===== config.mk =====
export PLATFORM = sky130hd
export DESIGN_NAME = idu_fetch_rd
export DESIGN_NICKNAME = d
export VERILOG_FILES = /design/src/rtl/idu_fetch_rd.sv
export SDC_FILE = /design/constraint.sdc
export NUM_CORES = 1
export LEC_CHECK = 0
export CORE_UTILIZATION = 30
export DETAILED_ROUTE_END_ITERATION = 16
export PLACE_DENSITY = 0.52
export SLEW_MARGIN = 20
export SYNTH_ARGS = -nofsm -noshare
export SYNTH_HDL_FRONTEND = slang
export SYNTH_SLANG_ARGS = --single-unit

===== constraint.sdc =====
create_clock -name clk -period 8.8 [get_ports clk]
set_input_delay 1.76 -clock clk [delete_from_list [all_inputs] [get_ports clk]]
set_output_delay 1.76 -clock clk [all_outputs]
set_load 0.03 [all_outputs]

===== src/rtl/idu_fetch_rd.sv =====
// rtl/idu_fetch_rd.sv - decode-side reader of the fetch unit instruction FIFO
module idu_fetch_rd #(
    parameter int FIFO_WIDTH = 32,
    parameter int BUF_DEPTH  = 2,
    parameter int CNT_WIDTH  = 16
) (
    input  logic                         clk,
    input  logic                         rstn,
    input  logic                         ifu2idu_fifo_empty,
    input  logic [FIFO_WIDTH-1:0]        ifu2idu_rdata,
    input  logic                         ifu2idu_rdata_valid,
    output logic                         idu2ifu_rd_rqst,
    input  logic                         fetch_en,
    input  logic                         flush,
    output logic [FIFO_WIDTH-1:0]        dec_instr,
    output logic                         dec_instr_valid,
    input  logic                         dec_ready,
    output logic [CNT_WIDTH-1:0]         instr_count,
    output logic [$clog2(BUF_DEPTH):0]   buf_level,
    output logic                         err_unexp_valid
);
    localparam int PTR_W = $clog2(BUF_DEPTH);
    localparam int LVL_W = PTR_W + 1;
    localparam logic [LVL_W:0] DEPTH_W = (LVL_W+1)'(BUF_DEPTH);

    logic [FIFO_WIDTH-1:0] mem [BUF_DEPTH];
    logic [PTR_W-1:0]      wr_ptr, rd_ptr;
    logic [LVL_W-1:0]      level;
    logic                  inflight, drop, err;
    logic [CNT_WIDTH-1:0]  count;

    logic                  pop, push, credit, drop_next;
    logic [LVL_W:0]        occupied;

    always_comb begin
        pop       = (level != '0) & dec_ready;
        occupied  = {1'b0, level} + {{LVL_W{1'b0}}, inflight};
        // A slot freed by this cycle's decoder pop may be reused by a new request
        credit    = (occupied < DEPTH_W) | ((occupied == DEPTH_W) & pop);
        idu2ifu_rd_rqst = fetch_en & ~ifu2idu_fifo_empty & ~flush & credit;
        push      = ifu2idu_rdata_valid & inflight & ~drop & ~flush;
        // A word still owed after a flush is swallowed when it eventually shows up
        drop_next = (drop | (flush & inflight)) & ~ifu2idu_rdata_valid;
    end

    always_ff @(posedge clk) begin
        if (push) mem[wr_ptr] <= ifu2idu_rdata;
    end

    always_ff @(posedge clk) begin
        if (!rstn) begin
            wr_ptr   <= '0;
            rd_ptr   <= '0;
            level    <= '0;
            inflight <= 1'b0;
            drop     <= 1'b0;
            err      <= 1'b0;
            count    <= '0;
        end else begin
            inflight <= idu2ifu_rd_rqst;
            drop     <= drop_next;
            if (ifu2idu_rdata_valid & ~inflight & ~drop) err <= 1'b1;
            if (flush) begin
                wr_ptr <= '0;
                rd_ptr <= '0;
                level  <= '0;
            end else begin
                if (push) wr_ptr <= wr_ptr + PTR_W'(1);
                if (pop) begin
                    rd_ptr <= rd_ptr + PTR_W'(1);
                    count  <= count + CNT_WIDTH'(1);
                end
                case ({push, pop})
                    2'b10:   level <= level + LVL_W'(1);
                    2'b01:   level <= level - LVL_W'(1);
                    default: level <= level;
                endcase
            end
        end
    end

    assign dec_instr_valid = (level != '0);
    assign dec_instr       = dec_instr_valid ? mem[rd_ptr] : '0;
    assign instr_count     = count;
    assign buf_level       = level;
    assign err_unexp_valid = err;
endmodule


# Word level (Yosys, flattened, before mapping)
# Memories as Yosys holds them, arrays and structs flattened. A register that Yosys moved wholly into a read port is not among the register bits.
# Cells that the tools add are included.
word_totals:
  mem_bits_rw: 64
  elab_cells: 48
  latch_bits: 0
  mem_bits_ro: 0
  regBits: 23
  output_inout_bits: 53
  n_memories: 1
  in_bits: 39
classes:
  n_mul: 0
  shift: 0
  mux: 6
  magnitude_cmp: 1
  div: 0
  eq_ne: 3
  bitwise: 20
  reduce_logical: 4
  n_addsub: 6
memory_table:
  columns: ["memory", "depth", "width", "rd", "rd_ports_with_merged_regs", "write_ports", "line_no", "rtl"]
  rows:
  - ["mem", 2, 32, 1, 1, 1, "26", "logic [FIFO_WIDTH-1:0] mem [BUF_DEPTH];"]
op_table:
  columns: ["operator", "count"]
  rows:
  - ["two-way mux 32 bit", 1]
  - ["adder 16 x 1 -> 16 bit, second input constant", 1]
  - ["AND 1 bit", 12]
  - ["inverter 1 bit", 6]
  - ["two-way mux 1 bit", 4]
  - ["case mux 2 bit (2 select lines)", 1]
  - ["nonzero test 2 bit", 2]
  - ["adder 2 x 1 -> 3 bit", 1]
  - ["== test 3 x 2 -> 1 bit, second input constant", 1]
  - ["less-than comparator 3 x 2 -> 1 bit, second input constant", 1]
  - ["adder 1 bit, second input constant", 2]
  - ["adder 2 x 1 -> 2 bit, second input constant", 1]
  - ["== test 2 x 1 -> 1 bit, second input constant", 1]
  - ["== test 2 bit, second input constant", 1]
  - ["OR 1 bit", 2]
  - ["AND reduction 2 bit", 1]
  - ["OR reduction 2 bit", 1]
  - ["subtractor 2 x 1 -> 2 bit, second input constant", 1]

# Longest topological paths before layout
# Gate-level depths: netlist of run 1.
depth:
  ltp_word: 5
  depth_mapped: 7
  mapped_depth_nobuf: 6

# Least setup slack after synthesis of run 1
# No wires, ideal clock.
synth_path:
  kind: "input-to-output"
  from: "in dec_ready"
  to: "out idu2ifu_rd_rqst"
  t_required_ns: 7.040
  slack_ns: 4.520
  stages: 4
  n_path_buf: 0
  arrival_ns: 2.520
  path_cell_list: "o21ai_2 inv_4 a31oi_4 nor4b_4"
synth_via:
  elab_chain_len: 4
synth_rtl:
  columns: ["item", "line_no", "rtl"]
  rows:
  - ["from (decl)", "17", "input logic dec_ready,"]
  - ["AND 1 bit", "36", "pop = (level != '0) & dec_ready;"]
  - ["net pop", "32", "logic pop, push, credit, drop_next;"]
  - ["AND 1 bit", "39", "credit = (occupied < DEPTH_W) | ((occupied == DEPTH_W) & pop);"]
  - ["OR 1 bit", "39", null]
  - ["AND 1 bit", "40", "idu2ifu_rd_rqst = fetch_en & ~ifu2idu_fifo_empty & ~flush & credit;"]
  - ["to (decl)", "12", "output logic idu2ifu_rd_rqst,"]
# The timed path passes the listed nets, and every way through them passes these cells.

# Worst setup path after layout of run 1
# Ends and elaborated chain as after synthesis.

==> reports/results.ini, run 1 <==
[outcome]
outcome = completed

[final_layout]
seq_area_mm2 = 0.00240
antenna_cells = 0
area_delta_synth_final_pct = 37.4
finalNetCount = 400
multiInputGateArea_mm2 = 0.00118
fillers = 1101
final_cell_area_mm2 = 0.00502
drive_above_1_share_pct = 9.14

[placed_design]
io_buffer_count = 91
place_area_mm2 = 0.00471
hpwl_um = 4670
gp_congestion = 0.753

[critical_path]
cpMostUsedCell = clkdlybuf4s50_1
arrival_ns = 3.61
cp.depth = 6
r2r_cells = 3
crit_type = in2out
cp-end-kind = output pin
max_stage_delay_ns = 0.71
path_buf_inv = 3
worstPathCellList = clkdlybuf4s50_1 -> o21ai_2 -> inv_4 -> a31oi_4 -> nor4b_4 -> clkdlybuf4s50_1
cp_top_family = buffers and inverters
slowest_stage = clkdlybuf4s50_1
required_ns = 7.04
worstPathMaxFanout = 8
cp-start-kind = primary input

[sta]
worst_pin_slew_ns = 1.07
fmax_mhz = 186
fin_setup_tns_ns = 0
slew_headroom_pct = 28.3
finalMaxSlewViolations = 0
rsz0062_at_grt = no
period_minus_slack_ns = 5.37
finalSetupViolCount = 0
finalHoldViolCount = 0
fin_skew_ns = 0.00850
fin_crit_sh_pct = 61.1

[detailed_routing]
postRouteAntennaNets = 0
drt-total-wl_um = 7360
vias = 2271
wl_per_cell_um = 14.6
firstDrtPassIters = 4
drtIter0Drc = 101
vias_per_cell = 4.51
remaining_drc_errors = 0

[cts]
insertion_delay_ns = 0.33
cts_root_buf = clkbuf_16
postCtsSetupBuffers = 0
clkTransAtPathRegs_ns = 0.07
clock_sinks = 88
cts_tree = built
cts_hold_buf = 0
h-tree-depth = 3
cts_resized = 0
clockBufferDepth = 2
cts_made_buffers = 9

[floorplanning]
fp.dieW_um = 112
start_util_pct = 31.3
core_mm2 = 0.0117
pin_count = 92
num_rows = 39
die_area_mm2 = 0.0126
fp.dieH_um = 112

[global_routing]
grt_use_total_pct = 12.6
antenna_found_initial = 0
grt_max_degree = 34
grt_overflow = 0
grt_pass1_vias = 2309
grt_pass1_wl_um = 12000

[yosys]
ys_seq_elements = 88
yosysMostFrequentCell = edfxtp_1
synth_fp_nets = 307
synth_cells = 263
synth_warnings = 0
synth_ff_type = edfxtp_1
synth_edf_count = 64
syn_area_per_cell_um2 = 13.9
synth.top_cell.area_share_pct = 52.6
synth_area_mm2 = 0.00365
ys_seq_area_share_pct = 65.8
synthTopCellsByArea = edfxtp_1, dfxtp_1, mux2i_1
synth_top_cells_by_count = edfxtp_1, nor2_1, mux2i_1
synth_top_cell_by_area = edfxtp_1
synth_cell_types = 36
async_flop_share_pct = 0

[run]
cap_violations = 0

[hold_path]
hold_depth = 1
hp-class = reg2reg

[power]
ir_drop_v = 0.0000951
p_per_area_mw_per_mm2 = 172
p_leak_nw = 1.74

registers in the layout (all words and copies together) (netlist names), named ones only:
signal,count
err_unexp_valid,1
instr_count,16
rd_ptr,1
drop,1
buf_level,2
wr_ptr,1
inflight,1
mem,64
through the flow:
stage	util [%]	power, mW	setup WS, ns	hold WS (ns)	cells
6_report	43.0	0.863	3.43	0.465	504
5_1_grt	43.0	0.895	3.34	0.495	504
4_1_cts	43.0	0.875	3.41	0.469	504
3_5_place_dp	40.4	0.487	3.42	0.453	488
3_3_place_gp	40.4	0.486	3.44	0.451	488
2_1_floorplan	-	0.464	4.52	0.480	263
power by group:
group / leakage [nW] / internal (mW) / total (mW) / switching, mW
clock: 0.150 / 0.223 / 0.386 / 0.163
combinational: 0.818 / 0.0193 / 0.0314 / 0.0121
sequential: 0.770 / 0.445 / 0.446 / 0.000739
total: 1.74 / 0.688 / 0.863 / 0.176
per-layer routing:
metal	GRT usage, %	vias up	share of wire, %
li1	-	1124	-
met4	4.00	0	1.0
met2	20.3	69	46
met3	4.27	5	6.5
met1	16.0	1073	47
met5	0	-	0
kinds of logic (layout without fill, tap and decap cells):
| group | Yosys count | in the layout | share of synthesized area, % |
|---|---|---|---|
| AOI/OAI and AO/OA | 9 | 9 | 2.36 |
| xor gates and xnor gates | 14 | 14 | 3.36 |
| adders and majority gates | 5 | 5 | 1.71 |
| buffers and inverters | 17 | 115 | 2.12 |
| DFF | 88 | 88 | 65.8 |
| muxes | 37 | 37 | 10.1 |
| and+or+nand+nor | 93 | 93 | 14.6 |
path summary, 6_finish.rpt:
path	from	end	slack (ns)
setup / recovery	dec_ready	idu2ifu_rd_rqst	3.43
hold / removal	err_unexp_valid$_SDFFE_PN0P_	err_unexp_valid$_SDFFE_PN0P_	0.47
setup reg to reg	inflight$_SDFF_PN0_	mem[0][10]$_DFFE_PP_	6.93
hold reg to reg	err_unexp_valid$_SDFFE_PN0P_	err_unexp_valid$_SDFFE_PN0P_	0.47
cells in the final DEF (no fill, tap or decap), types with 2 or more instances in the layout:
cell type and count:
a21oi_1 2, nand3_1 8, xor2_1 9, ha_1 5
xnor2_1 5, inv_1 6, nor2_2 2, nor3_1 4
nand2b_1 6, dfxtp_1 23, clkdlybuf4s50_1 91, nor2_1 40
clkbuf_16 9, inv_6 2, and2_1 11, clkinv_4 3
edfxtp_1 64, mux2i_1 37, nor3b_1 3, o21ai_0 2
nand2_1 7
area by class of cell:
cell class                 instances  area share, %
multi-input combinational        158           23.6
clock buffer                       9           4.49
tap                              143           3.57
inverter                           7          0.573
timing repair buffer              92           18.3
clock inverter                     7           1.57
sequential                        88           47.9
Power figures use the tool's default switching activity.
==> run 2: changes to the inputs <==
Settings changed: PLACE_DENSITY 0.52 to 0.54.
Clock period 8.8 ns to 4.9 ns, I/O delays scaled along.
==> run 2 against run 1 <==
Against the previous run:
- clock skew fell by 0.0035 ns
- worst setup slack got worse by 2.3 ns
- clock power up 89%
- wire length fell by 0.64%
- cell area increased by 0.27%
- non-clock buffer count did not move
- core utilization grew 0.12 points
- highest routed layer unchanged
- flip-flop and latch count is the same
- sequential power is 80% higher
- via count fell by 0.79%
==> reports/results.ini, run 2 (synthesis results as in run 1) <==
[critical_path]
r2r-end = mem[0][4]$_DFFE_PP_
worstPathMaxFanout = 8
crit_type = in2out
worstSetupStartpoint = dec_ready
required_ns = 3.92
cp-start-kind = primary input
critical_path.endpoint = idu2ifu_rd_rqst
crit-reg2reg-launch = inflight$_SDFF_PN0_
r2r_cells = 3
arrival_ns = 2.84
ff2ff_setup_slack_ns = 3.03
cp-end-kind = output pin

[floorplanning]
die_area_mm2 = 0.0126
fp.dieW_um = 112
start_util_pct = 31.3
core_mm2 = 0.0117
pin_count = 92
num_rows = 39
fp.dieH_um = 112

[sta]
fmax_mhz = 262
worst_pin_slew_ns = 1.05
finalMaxSlewViolations = 0
slew_headroom_pct = 30.3
fin_setup_tns_ns = 0
fin_skew_ns = 0.00502
period_minus_slack_ns = 3.82
rsz0062_at_grt = no
fin_crit_sh_pct = 77.9
finalHoldViolCount = 0
finalSetupViolCount = 0

[global_routing]
use_met1_pct = 14.9
antenna_found_initial = 0
top_usage_layer = met2
grt_pass1_vias = 2360
grt_overflow = 0
grt_use_total_pct = 12.3
grt_pass1_wl_um = 11900
gr-usage-met2_pct = 21.0
grt_max_degree = 34
grtUsageMet3_pct = 2.81

[final_layout]
layout_common_cells = clkdlybuf4s50_1, edfxtp_1, nor2_1
finalNetCount = 400
area_delta_synth_final_pct = 37.7
fillers = 1103
fin_util_pct = 43.1
largest_register_ffs = 64
final_cell_area_mm2 = 0.00503
layout_commonest_cell = clkdlybuf4s50_1
top_register = mem
antenna_cells = 0
drive_above_1_share_pct = 8.89

[hold_path]
hp-class = reg2reg

[placed_design]
place_area_mm2 = 0.00471
hpwl_um = 4670
gp_congestion = 0.787
io_buffer_count = 91

[cts]
cts_hold_buf = 0
cts_root_buf = clkbuf_16
cts_made_buffers = 9
insertion_delay_ns = 0.33
clock_sinks = 88
postCtsSetupBuffers = 0
clockBufferDepth = 2
clkTransAtPathRegs_ns = 0.06
cts_tree = built
h-tree-depth = 3
cts_resized = 0

[power]
ir_drop_v = 0.000167
p_leak_nw = 1.74
p_per_area_mw_per_mm2 = 316

[detailed_routing]
vias_per_cell = 4.48
postRouteAntennaNets = 0
remaining_drc_errors = 0
firstDrtPassIters = 4
drt-total-wl_um = 7310
wl_per_cell_um = 14.5
drtIter0Drc = 74
vias = 2253

[run]
cap_violations = 0

[outcome]
outcome = completed

run 2: stage by stage:
| step | power, mW | cells | hold WS (ns) | worst slack [ns] |
|---|---|---|---|---|
| after CTS | 1.61 | 503 | 0.488 | 1.07 |
| final | 1.59 | 503 | 0.479 | 1.08 |
| after global routing | 1.64 | 503 | 0.513 | 0.978 |
| after global placement | 0.873 | 488 | 0.461 | 1.09 |
| after detailed placement | 0.875 | 488 | 0.471 | 1.08 |
| after floorplan | 0.833 | 263 | 0.480 | 1.65 |
run 2: power by group:
group          switching, mW  internal [mW]
clock                  0.283          0.447
sequential           0.00142          0.800
combinational         0.0219         0.0347
run 2: final cells by class:
cell class	instances	area, um^2	share of cell area, %
Inverter	7	28.8	0.572
Multi-Input combinational cell	158	1180	23.5
Clock inverter	6	92.6	1.84
Clock buffer	9	225	4.48
Sequential cell	88	2400	47.8
Tap cell	143	179	3.56
Timing Repair Buffer	92	918	18.2
run 2: worst max-delay path, cell delays in order:
cell             delay [ns]
clkdlybuf4s50_1        0.54
o21ai_2                0.16
inv_4                  0.12
a31oi_4                0.10
nor4b_4                0.22
clkdlybuf4s50_1        0.71
run 2: how the worst min path moves through the flow:
stage,end,slack [ns],cells after the start,start
2_1_floorplan,flip-flop,0.48,2,rd_ptr$_SDFFE_PP0P_
3_3_place_gp,instr_count[15]$_SDFFE_PN0P_,0.46,2,instr_count[15]$_SDFFE_PN0P_
3_5_place_dp,instr_count[15]$_SDFFE_PN0P_,0.47,2,instr_count[15]$_SDFFE_PN0P_
4_1_cts,instr_count[15]$_SDFFE_PN0P_,0.49,2,instr_count[15]$_SDFFE_PN0P_
5_1_grt,instr_count[15]$_SDFFE_PN0P_,0.51,2,instr_count[15]$_SDFFE_PN0P_
6_report,err_unexp_valid$_SDFFE_PN0P_,0.48,1,err_unexp_valid$_SDFFE_PN0P_
run 2: routing by layer:
metal / vias up / part of all wire (%)
li1: 1112 / -
met1: 1059 / 45
met2: 73 / 48
met3: 9 / 4.9
met4: 0 / 1.6
met5: - / 0
==> run 3: changes to the inputs <==
Clock period 4.9 ns to 3.4 ns, I/O delays scaled along.
==> run 3 against run 2 <==
Against the previous run:
- critical path type unchanged
- flip-flop and latch count is the same
- cell count is 1.2% higher
- wire length down 2.0%
- sequential share of layout area decreased by 0.14 points
==> reports/results.ini, run 3 (synthesis results as in run 1) <==
[outcome]
outcome = completed

[critical_path]
cp-end-kind = output pin
required_ns = 2.72
worstPathMaxFanout = 8
crit_type = in2out
r2r_cells = 6
ff2ff_setup_slack_ns = 1.56
arrival_ns = 2.55
cp-start-kind = primary input

[run]
cap_violations = 0

[detailed_routing]
vias_per_cell = 4.54
drtIter0Drc = 62
firstDrtPassIters = 4
wl_per_cell_um = 14.1
postRouteAntennaNets = 0
drt-total-wl_um = 7170
vias = 2310
remaining_drc_errors = 0

[sta]
rsz0062_at_grt = no
finalSetupViolCount = 0
worst_pin_slew_ns = 0.774
finalMaxSlewViolations = 0
fin_setup_tns_ns = 0
fin_crit_sh_pct = 95.0
finalHoldViolCount = 0
fin_skew_ns = 0.00471
period_minus_slack_ns = 3.23
slew_headroom_pct = 48.2
fmax_mhz = 310

[placed_design]
io_buffer_count = 91
place_area_mm2 = 0.00476
hpwl_um = 4750
gp_congestion = 0.799

[final_layout]
top_register = mem
fin_util_pct = 43.3
final_cell_area_mm2 = 0.00505
antenna_cells = 0
layout_commonest_cell = clkdlybuf4s50_1
fillers = 1079
drive_above_1_share_pct = 10.1
layout_common_cells = clkdlybuf4s50_1, edfxtp_1, nor2_1
multiInputGateArea_mm2 = 0.00118
seq_area_mm2 = 0.00240
largest_register_ffs = 64
finalNetCount = 405
area_delta_synth_final_pct = 38.2

[cts]
clockBufferDepth = 2
insertion_delay_ns = 0.33
clock_sinks = 88
cts_tree = built
h-tree-depth = 3
clkTransAtPathRegs_ns = 0.06
cts_made_buffers = 9
cts_root_buf = clkbuf_16
cts_resized = 0
postCtsSetupBuffers = 0
cts_hold_buf = 0

[power]
p_int_mw = 1.71
p_per_area_mw_per_mm2 = 427
switching_share_pct = 20.6
clock_power_share_pct = 42.6
power_switching_mw = 0.444
ir_drop_v = 0.000188
pwr-share-seq_pct = 53.6
p_leak_nw = 1.75
p_comb_share_pct = 3.9

[global_routing]
antenna_found_initial = 0
grt_pass1_wl_um = 11900
grt_pass1_vias = 2343
grt_use_total_pct = 12.4
grt_max_degree = 34
grt_overflow = 0

[floorplanning]
core_mm2 = 0.0117
fp.dieH_um = 112
num_rows = 39
die_area_mm2 = 0.0126
fp.dieW_um = 112
pin_count = 92
start_util_pct = 31.3

[hold_path]
hp-class = reg2reg
hold_depth = 1

==> run 3: cell types whose count changed in the layout (fill, tap and decap cells not counted), sizes merged <==
| cell | delta |
|---|---|
| buf | +5 |
| bufinv | -2 |
| clkbuf | +1 |
| clkinv | +3 |
| clkinvlp | -1 |
==> run 3: worst paths after layout <==
path	start	to
setup reg to reg	buf_level[0]$_SDFFE_PP0P_	buf_level[1]$_SDFFE_PP0P_
hold / removal	err_unexp_valid$_SDFFE_PN0P_	err_unexp_valid$_SDFFE_PN0P_
setup / recovery	dec_ready	idu2ifu_rd_rqst
hold reg to reg	err_unexp_valid$_SDFFE_PN0P_	err_unexp_valid$_SDFFE_PN0P_
==> run 3: layout make-up <==
type	instances	share of cell area, %
well taps	143	3.54
clock inverters	6	1.07
repair buffers	97	19.2
flip-flops and latches	88	47.6
multi-input cells	158	23.5
clock buffers	10	4.54
inverters	7	0.570
==> run 3: stage by stage <==
stage	cells	setup WS (ns)	power (mW)	hold slack, ns
3_3_place_gp	493	0.182	1.26	0.460
6_report	509	0.170	2.15	0.473
3_5_place_dp	493	0.177	1.26	0.470
2_1_floorplan	263	0.453	1.20	0.480
5_1_grt	509	0.0843	2.24	0.498
4_1_cts	509	0.157	2.19	0.483
==> run 3: power groups by stage <==
stage,registers [mW],logic [mW],clock network (mW)
global placement,1.18,0.0825,0
CTS,1.15,0.0848,0.948
finish,1.15,0.0831,0.917
global route,1.15,0.0906,0.995
detailed placement,1.18,0.0842,0
floorplan,1.18,0.0205,0
==> run 3: critical path, stage by stage <==
cell             delay [ns]
clkdlybuf4s50_1        0.54
o21ai_2                0.16
inv_4                  0.12
a31oi_4                0.10
nor4b_4                0.23
clkdlybuf4s50_1        0.71
==> run 3: metal layers <==
layer / wire length [um] / track usage (%) / vias to the layer above
met5: 0 / 0 / -
met3: 403 / 3.51 / 6
li1: - / - / 1133
met4: 70 / 5.07 / 0
met1: 3250 / 15.1 / 1099
met2: 3440 / 20.7 / 72
